## config.mk

```make
export PLATFORM = sky130hd
export DESIGN_NAME = sync_fifo_prog
export DESIGN_NICKNAME = d
export VERILOG_FILES = /design/src/rtl/sync_fifo_prog.sv
export SDC_FILE = /design/constraint.sdc
export NUM_CORES = 1
export LEC_CHECK = 0
export ABC_AREA = 1
export BUFFER_PORTS_ARGS = -buffer_cell sky130_fd_sc_hd__buf_4
export CORE_MARGIN = 3
export CORE_UTILIZATION = 60
export DETAILED_ROUTE_END_ITERATION = 10
export PLACE_DENSITY = 0.8
export SYNTH_ARGS = -nofsm -noshare
export SYNTH_HDL_FRONTEND = slang
export SYNTH_SLANG_ARGS = --single-unit
```

## constraint.sdc

```tcl
create_clock -name clk -period 2.2 [get_ports clk]
set_input_delay 0.11 -clock clk [delete_from_list [all_inputs] [get_ports clk]]
set_output_delay 0.11 -clock clk [all_outputs]
set_load 0.005 [all_outputs]
```

## src/rtl/sync_fifo_prog.sv

```systemverilog
// Parametrised single-clock FIFO with programmable almost-full/almost-empty thresholds,
// synchronous flush and occupancy count. Define SYNC_FIFO_FWFT_EN for first-word fall-through.
module sync_fifo_prog #(
    parameter int FIFO_WIDTH = 16,
    parameter int FIFO_DEPTH = 8,
    parameter int CNT_W      = $clog2(FIFO_DEPTH + 1)
) (
    input  logic                  clk,
    input  logic                  rst_n,
    input  logic [FIFO_WIDTH-1:0] data_in,
    input  logic                  wr_en,
    input  logic                  rd_en,
    input  logic                  flush,
    input  logic [CNT_W-1:0]      afull_thresh,
    input  logic [CNT_W-1:0]      aempty_thresh,
    output logic [FIFO_WIDTH-1:0] data_out,
    output logic                  wr_ack,
    output logic                  overflow,
    output logic                  underflow,
    output logic                  full,
    output logic                  empty,
    output logic                  almostfull,
    output logic                  almostempty,
    output logic [CNT_W-1:0]      count
);

    localparam int PTR_W = $clog2(FIFO_DEPTH);
    localparam logic [PTR_W-1:0] PTR_LAST = PTR_W'(FIFO_DEPTH - 1);
    localparam logic [CNT_W-1:0] CNT_FULL = CNT_W'(FIFO_DEPTH);

    logic [FIFO_WIDTH-1:0] mem_r [FIFO_DEPTH];
    logic [PTR_W-1:0]      wr_ptr_r;
    logic [PTR_W-1:0]      rd_ptr_r;
    logic [CNT_W-1:0]      count_r;
    logic                  wr_ack_r;
    logic                  overflow_r;
    logic                  underflow_r;

    logic                  full_s;
    logic                  empty_s;
    logic                  wr_accept_s;
    logic                  rd_accept_s;
    logic [PTR_W-1:0]      wr_ptr_nxt_s;
    logic [PTR_W-1:0]      rd_ptr_nxt_s;
    logic [CNT_W-1:0]      count_nxt_s;

    assign full_s   = (count_r == CNT_FULL);
    assign empty_s  = (count_r == {CNT_W{1'b0}});

    // Thresholds outside 1..FIFO_DEPTH-1 (or zero for almost-empty) disable the flag.
    assign full        = full_s;
    assign empty       = empty_s;
    assign almostfull  = (afull_thresh != {CNT_W{1'b0}}) && (afull_thresh < CNT_FULL) &&
                         (count_r >= afull_thresh) && !full_s;
    assign almostempty = (aempty_thresh != {CNT_W{1'b0}}) &&
                         (count_r <= aempty_thresh) && !empty_s;
    assign count       = count_r;
    assign wr_ack      = wr_ack_r;
    assign overflow    = overflow_r;
    assign underflow   = underflow_r;

    // Acceptance decisions, pointer wrap and next occupancy from the pre-edge count.
    always_comb begin
        wr_accept_s = 1'b0;
        rd_accept_s = 1'b0;
        count_nxt_s = count_r;
        if (flush) begin
            wr_accept_s = 1'b0;
            rd_accept_s = 1'b0;
        end else begin
            wr_accept_s = wr_en && !full_s;
            rd_accept_s = rd_en && !empty_s;
        end
        case ({wr_accept_s, rd_accept_s})
            2'b10:   count_nxt_s = count_r + CNT_W'(1);
            2'b01:   count_nxt_s = count_r - CNT_W'(1);
            default: count_nxt_s = count_r;
        endcase
        if (wr_ptr_r == PTR_LAST) begin
            wr_ptr_nxt_s = {PTR_W{1'b0}};
        end else begin
            wr_ptr_nxt_s = wr_ptr_r + PTR_W'(1);
        end
        if (rd_ptr_r == PTR_LAST) begin
            rd_ptr_nxt_s = {PTR_W{1'b0}};
        end else begin
            rd_ptr_nxt_s = rd_ptr_r + PTR_W'(1);
        end
    end

    // Storage array; contents survive reset and flush.
    always_ff @(posedge clk) begin
        if (rst_n && wr_accept_s) begin
            mem_r[wr_ptr_r] <= data_in;
        end
    end

    // Pointers, occupancy and single-cycle status pulses.
    always_ff @(posedge clk) begin
        if (!rst_n || flush) begin
            wr_ptr_r    <= {PTR_W{1'b0}};
            rd_ptr_r    <= {PTR_W{1'b0}};
            count_r     <= {CNT_W{1'b0}};
            wr_ack_r    <= 1'b0;
            overflow_r  <= 1'b0;
            underflow_r <= 1'b0;
        end else begin
            if (wr_accept_s) begin
                wr_ptr_r <= wr_ptr_nxt_s;
            end
            if (rd_accept_s) begin
                rd_ptr_r <= rd_ptr_nxt_s;
            end
            count_r     <= count_nxt_s;
            wr_ack_r    <= wr_accept_s;
            overflow_r  <= wr_en && full_s;
            underflow_r <= rd_en && empty_s;
        end
    end

`ifdef SYNC_FIFO_FWFT_EN
    assign data_out = mem_r[rd_ptr_r];
`else
    logic [FIFO_WIDTH-1:0] data_out_r;

    // Registered read data; flush and rejected reads leave it untouched.
    always_ff @(posedge clk) begin
        if (!rst_n) begin
            data_out_r <= {FIFO_WIDTH{1'b0}};
        end else if (rd_accept_s) begin
            data_out_r <= mem_r[rd_ptr_r];
        end
    end

    assign data_out = data_out_r;
`endif

endmodule

```

==> qor.csv <==
metric,value,unit
hold_sp,flush,
RSZ-0062 raised after global routing,false,
Max Used Layer,met4,
CTS sink count,157,
post-synth cell types,29,
list of most frequent post-synthesis cells,"nand2_1 (197), edfxtp_1 (128), nand3_1 (100)",
Internal,5.22,mW
Mapped Cells,694,
number of synthesized flops with an enable pin,128,
share of cells above drive strength 1,22.8,%
Mean Syn Cell Area,9.95,um^2
Critical Setup Path Class,flip-flop to flip-flop,
Fin Hold WS,0.0228,ns
async set-reset flop share out of synthesis,0,%
antenna violations before repair,0,
worst reg2reg endpoint,count[3]$_SDFFE_PP0P_,
"Buf+Inv Stages, Crit Path",0,
die area,12800,um^2
Slew @ Worst Pin,0.592,ns
placed cells,882,
cell family with most CP delay,simple AND/OR/NAND/NOR gates,
Die Wd,113,um
worst r2r path cells,11,
CP startpoint kind,flip-flop,
Sequential Power Share,50.0,%
final core utilization,75.0,%
Setup Skew,0.00829,ns
Via density,5.44,
CP max stage cell,dfxtp_1,
Initial Utilization,62.6,%
max incr delay on CP,0.34,ns
final std cells w/o fill,933,
Final WS setup,0.184,ns
WP data required,2.55,ns
iteration-0 DRC count of the detailed router,391,
post-synthesis sequential element count,157,
"reg-to-reg slack, setup",0.18,ns
FF+latch area,4430,um^2
DR DRC count,0,
power density over cell area,786,nW/um^2
Root Buffer,clkbuf_16,
Final Cycle Share,91.7,%
"Slew Viols, Final",0,
largest area contributor in the netlist,edfxtp_1,
crit path DAT,2.37,ns
core area,11000,um^2
sequential cell area fraction in the yosys report,64.1,%
Hold Path Cell Cnt,4,
CTS tree,built,
WL/cell,16.7,um
gpl congestion,0.857,
WL met2,8.21,mm
Synth Net Count,739,
max-cap violations,0,
total CTS buffers,17,
Switching Power,1.29,mW
area delta synth->final,19.9,%
GRT overflow,0,
# diodes,0,
die height,113,um
cell leakage power,3.56,nW
dpl ws,0.135,ns
routed vias,5079,
Clock Tree Buf Depth,2,
post-CTS setup buffer count,0,
WHS Endpoint,rd_ptr_r[1]$_SDFFE_PP0P_,
vias in the first global route,5151,
most used cell along the critical path,nand2_1,
First-pass DRT Iterations,5,
fmax,0.496,GHz
minimum clock period,2.02,ns
"Cell Area, Synth",6910,um^2
aggregate routed wire length,15.5,mm
placed cell area,7500,um^2
ANT nets after route,0,
clk_lat worst skew,0.42,ns
Synth Warn #,0,
CP max FO,4,
Setup-failing EPs final,0,
clock-pin transition on the worst setup and hold timing paths,0.06,ns
area of the multi-input gates,1820,um^2
Filler Cell Count,719,
H-tree depth,4,
# rows,38,
fin area,8280,um^2
met1 WL,5.84,mm
GRT Overall Usage,25.7,%
crit end category,flip-flop,
status,completed,
most frequent cell after synthesis,nand2_1,
Port-buffer cells,55,
dominant synthesized flop cell,edfxtp_1,
largest net degree at the start of global routing,48,
VDD IR max,0.000679,V
total chip power,6.51,mW
wire length on met3,1.04,mm
Worst Hold Class,primary input to flip-flop,
worst relative slew slack,60.5,%
post-synth top area share,55.7,%
global-route wire length before repair,25.0,mm
Nets,825,
part of the power in combinational logic,5.3,%
hpwl dp,9.53,mm
setup tns final,0,ns
Worst R2R Start,count[0]$_SDFFE_PP0P_,
critical path cell sequence,nor2_2 -> nand3_1 -> nand3_2 -> ha_1 -> ha_1 -> or2_1 -> nand2_1 -> nand2_1 -> nand2_1 -> nand2_1 -> a21oi_1,
part of the power in the clock network,44.7,%
Sw Ratio,19.8,%
Final Hold Vio Count,0,
boundary pin count,56,
most area-consuming cells after synthesis,"edfxtp_1 (56%), nand2_1 (11%), dfxtp_1 (8.4%)",
## registers in the layout (all words and copies together) (netlist names)
register / count
count: 4
data_out: 16
mem_r: 128
overflow: 1
rd_ptr_r: 3
underflow: 1
wr_ack: 1
wr_ptr_r: 3
## worst max path at each step
stage	from	end	depth (start not counted)	slack (ns)
final	count[0]$_SDFFE_PP0P_	count[3]$_SDFFE_PP0P_	11	0.18
after global routing	count[0]$_SDFFE_PP0P_	count[3]$_SDFFE_PP0P_	11	0.05
after CTS	count[2]$_SDFFE_PP0P_	count[3]$_SDFFE_PP0P_	11	0.12
after detailed placement	count[2]$_SDFFE_PP0P_	count[3]$_SDFFE_PP0P_	11	0.13
after global placement	count[2]$_SDFFE_PP0P_	count[3]$_SDFFE_PP0P_	11	0.27
after floorplan	count[3]$_SDFFE_PP0P_	count[3]$_SDFFE_PP0P_	13	0.16
## per-layer routing
metal | track usage, % | vias up
li1 | - | 2412
met1 | 29.8 | 2412
met2 | 45.9 | 212
met3 | 5.24 | 43
met4 | 11.9 | 0
met5 | 0 | -
## power groups by stage
| stage | sequential [mW] | combinational [mW] | clock (mW) |
|---|---|---|---|
| after detailed placement | 3.32 | 0.314 | 0 |
| final | 3.26 | 0.344 | 2.91 |
| after global routing | 3.26 | 0.384 | 3.07 |
| after global placement | 3.32 | 0.296 | 0 |
| after CTS | 3.26 | 0.344 | 2.95 |
| after floorplan | 3.32 | 0.160 | 0 |
## what timing repair did
action | CTS | global route
resized for setup | 0 | 1
hold buffers | 19 | 0
endpoints found under the hold margin | 131 | 0
setup endpoints to repair | 0 | 1
## placed cells by master, fill, tap and decap left out, types with 17 or more instances in the layout
cell           netlist  final
nand2_1            197    197
edfxtp_1           128    128
nand3_1            100    100
buf_4                5     75
inv_1               56     56
inv_2               55     55
a21oi_1             27     27
dfxtp_1             29     27
dlygate4sd3_1        0     19
clkinv_2            16     18
clkbuf_16            0     17
## worst register-to-register path, stage by stage, from the launching register on
cell	delay, ns
dfxtp_1	0.34
nor2_2	0.18
nand3_1	0.18
nand3_2	0.12
ha_1	0.25
ha_1	0.29
or2_1	0.26
nand2_1	0.08
nand2_1	0.05
nand2_1	0.05
nand2_1	0.05
a21oi_1	0.11
## area by class of cell
| type | instances | area share [%] |
|---|---|---|
| Sequential cell | 157 | 53.5 |
| Multi-Input combinational cell | 382 | 22.0 |
| Timing Repair Buffer | 95 | 9.34 |
| Inverter | 127 | 6.00 |
| Clock buffer | 24 | 5.70 |
| Tap cell | 140 | 2.12 |
| Clock inverter | 8 | 1.41 |
## cell families after synthesis
group                    synth area share [%]
XOR/XNOR                                0.254
buffers and inverters                    9.60
AND/OR/NAND/NOR                          20.1
adder cells (fa/ha/maj)                  3.01
AO/OA/AOI/OAI                            2.94
flip-flops                               64.1
No activity file was read; power rests on OpenSTA's default activity.
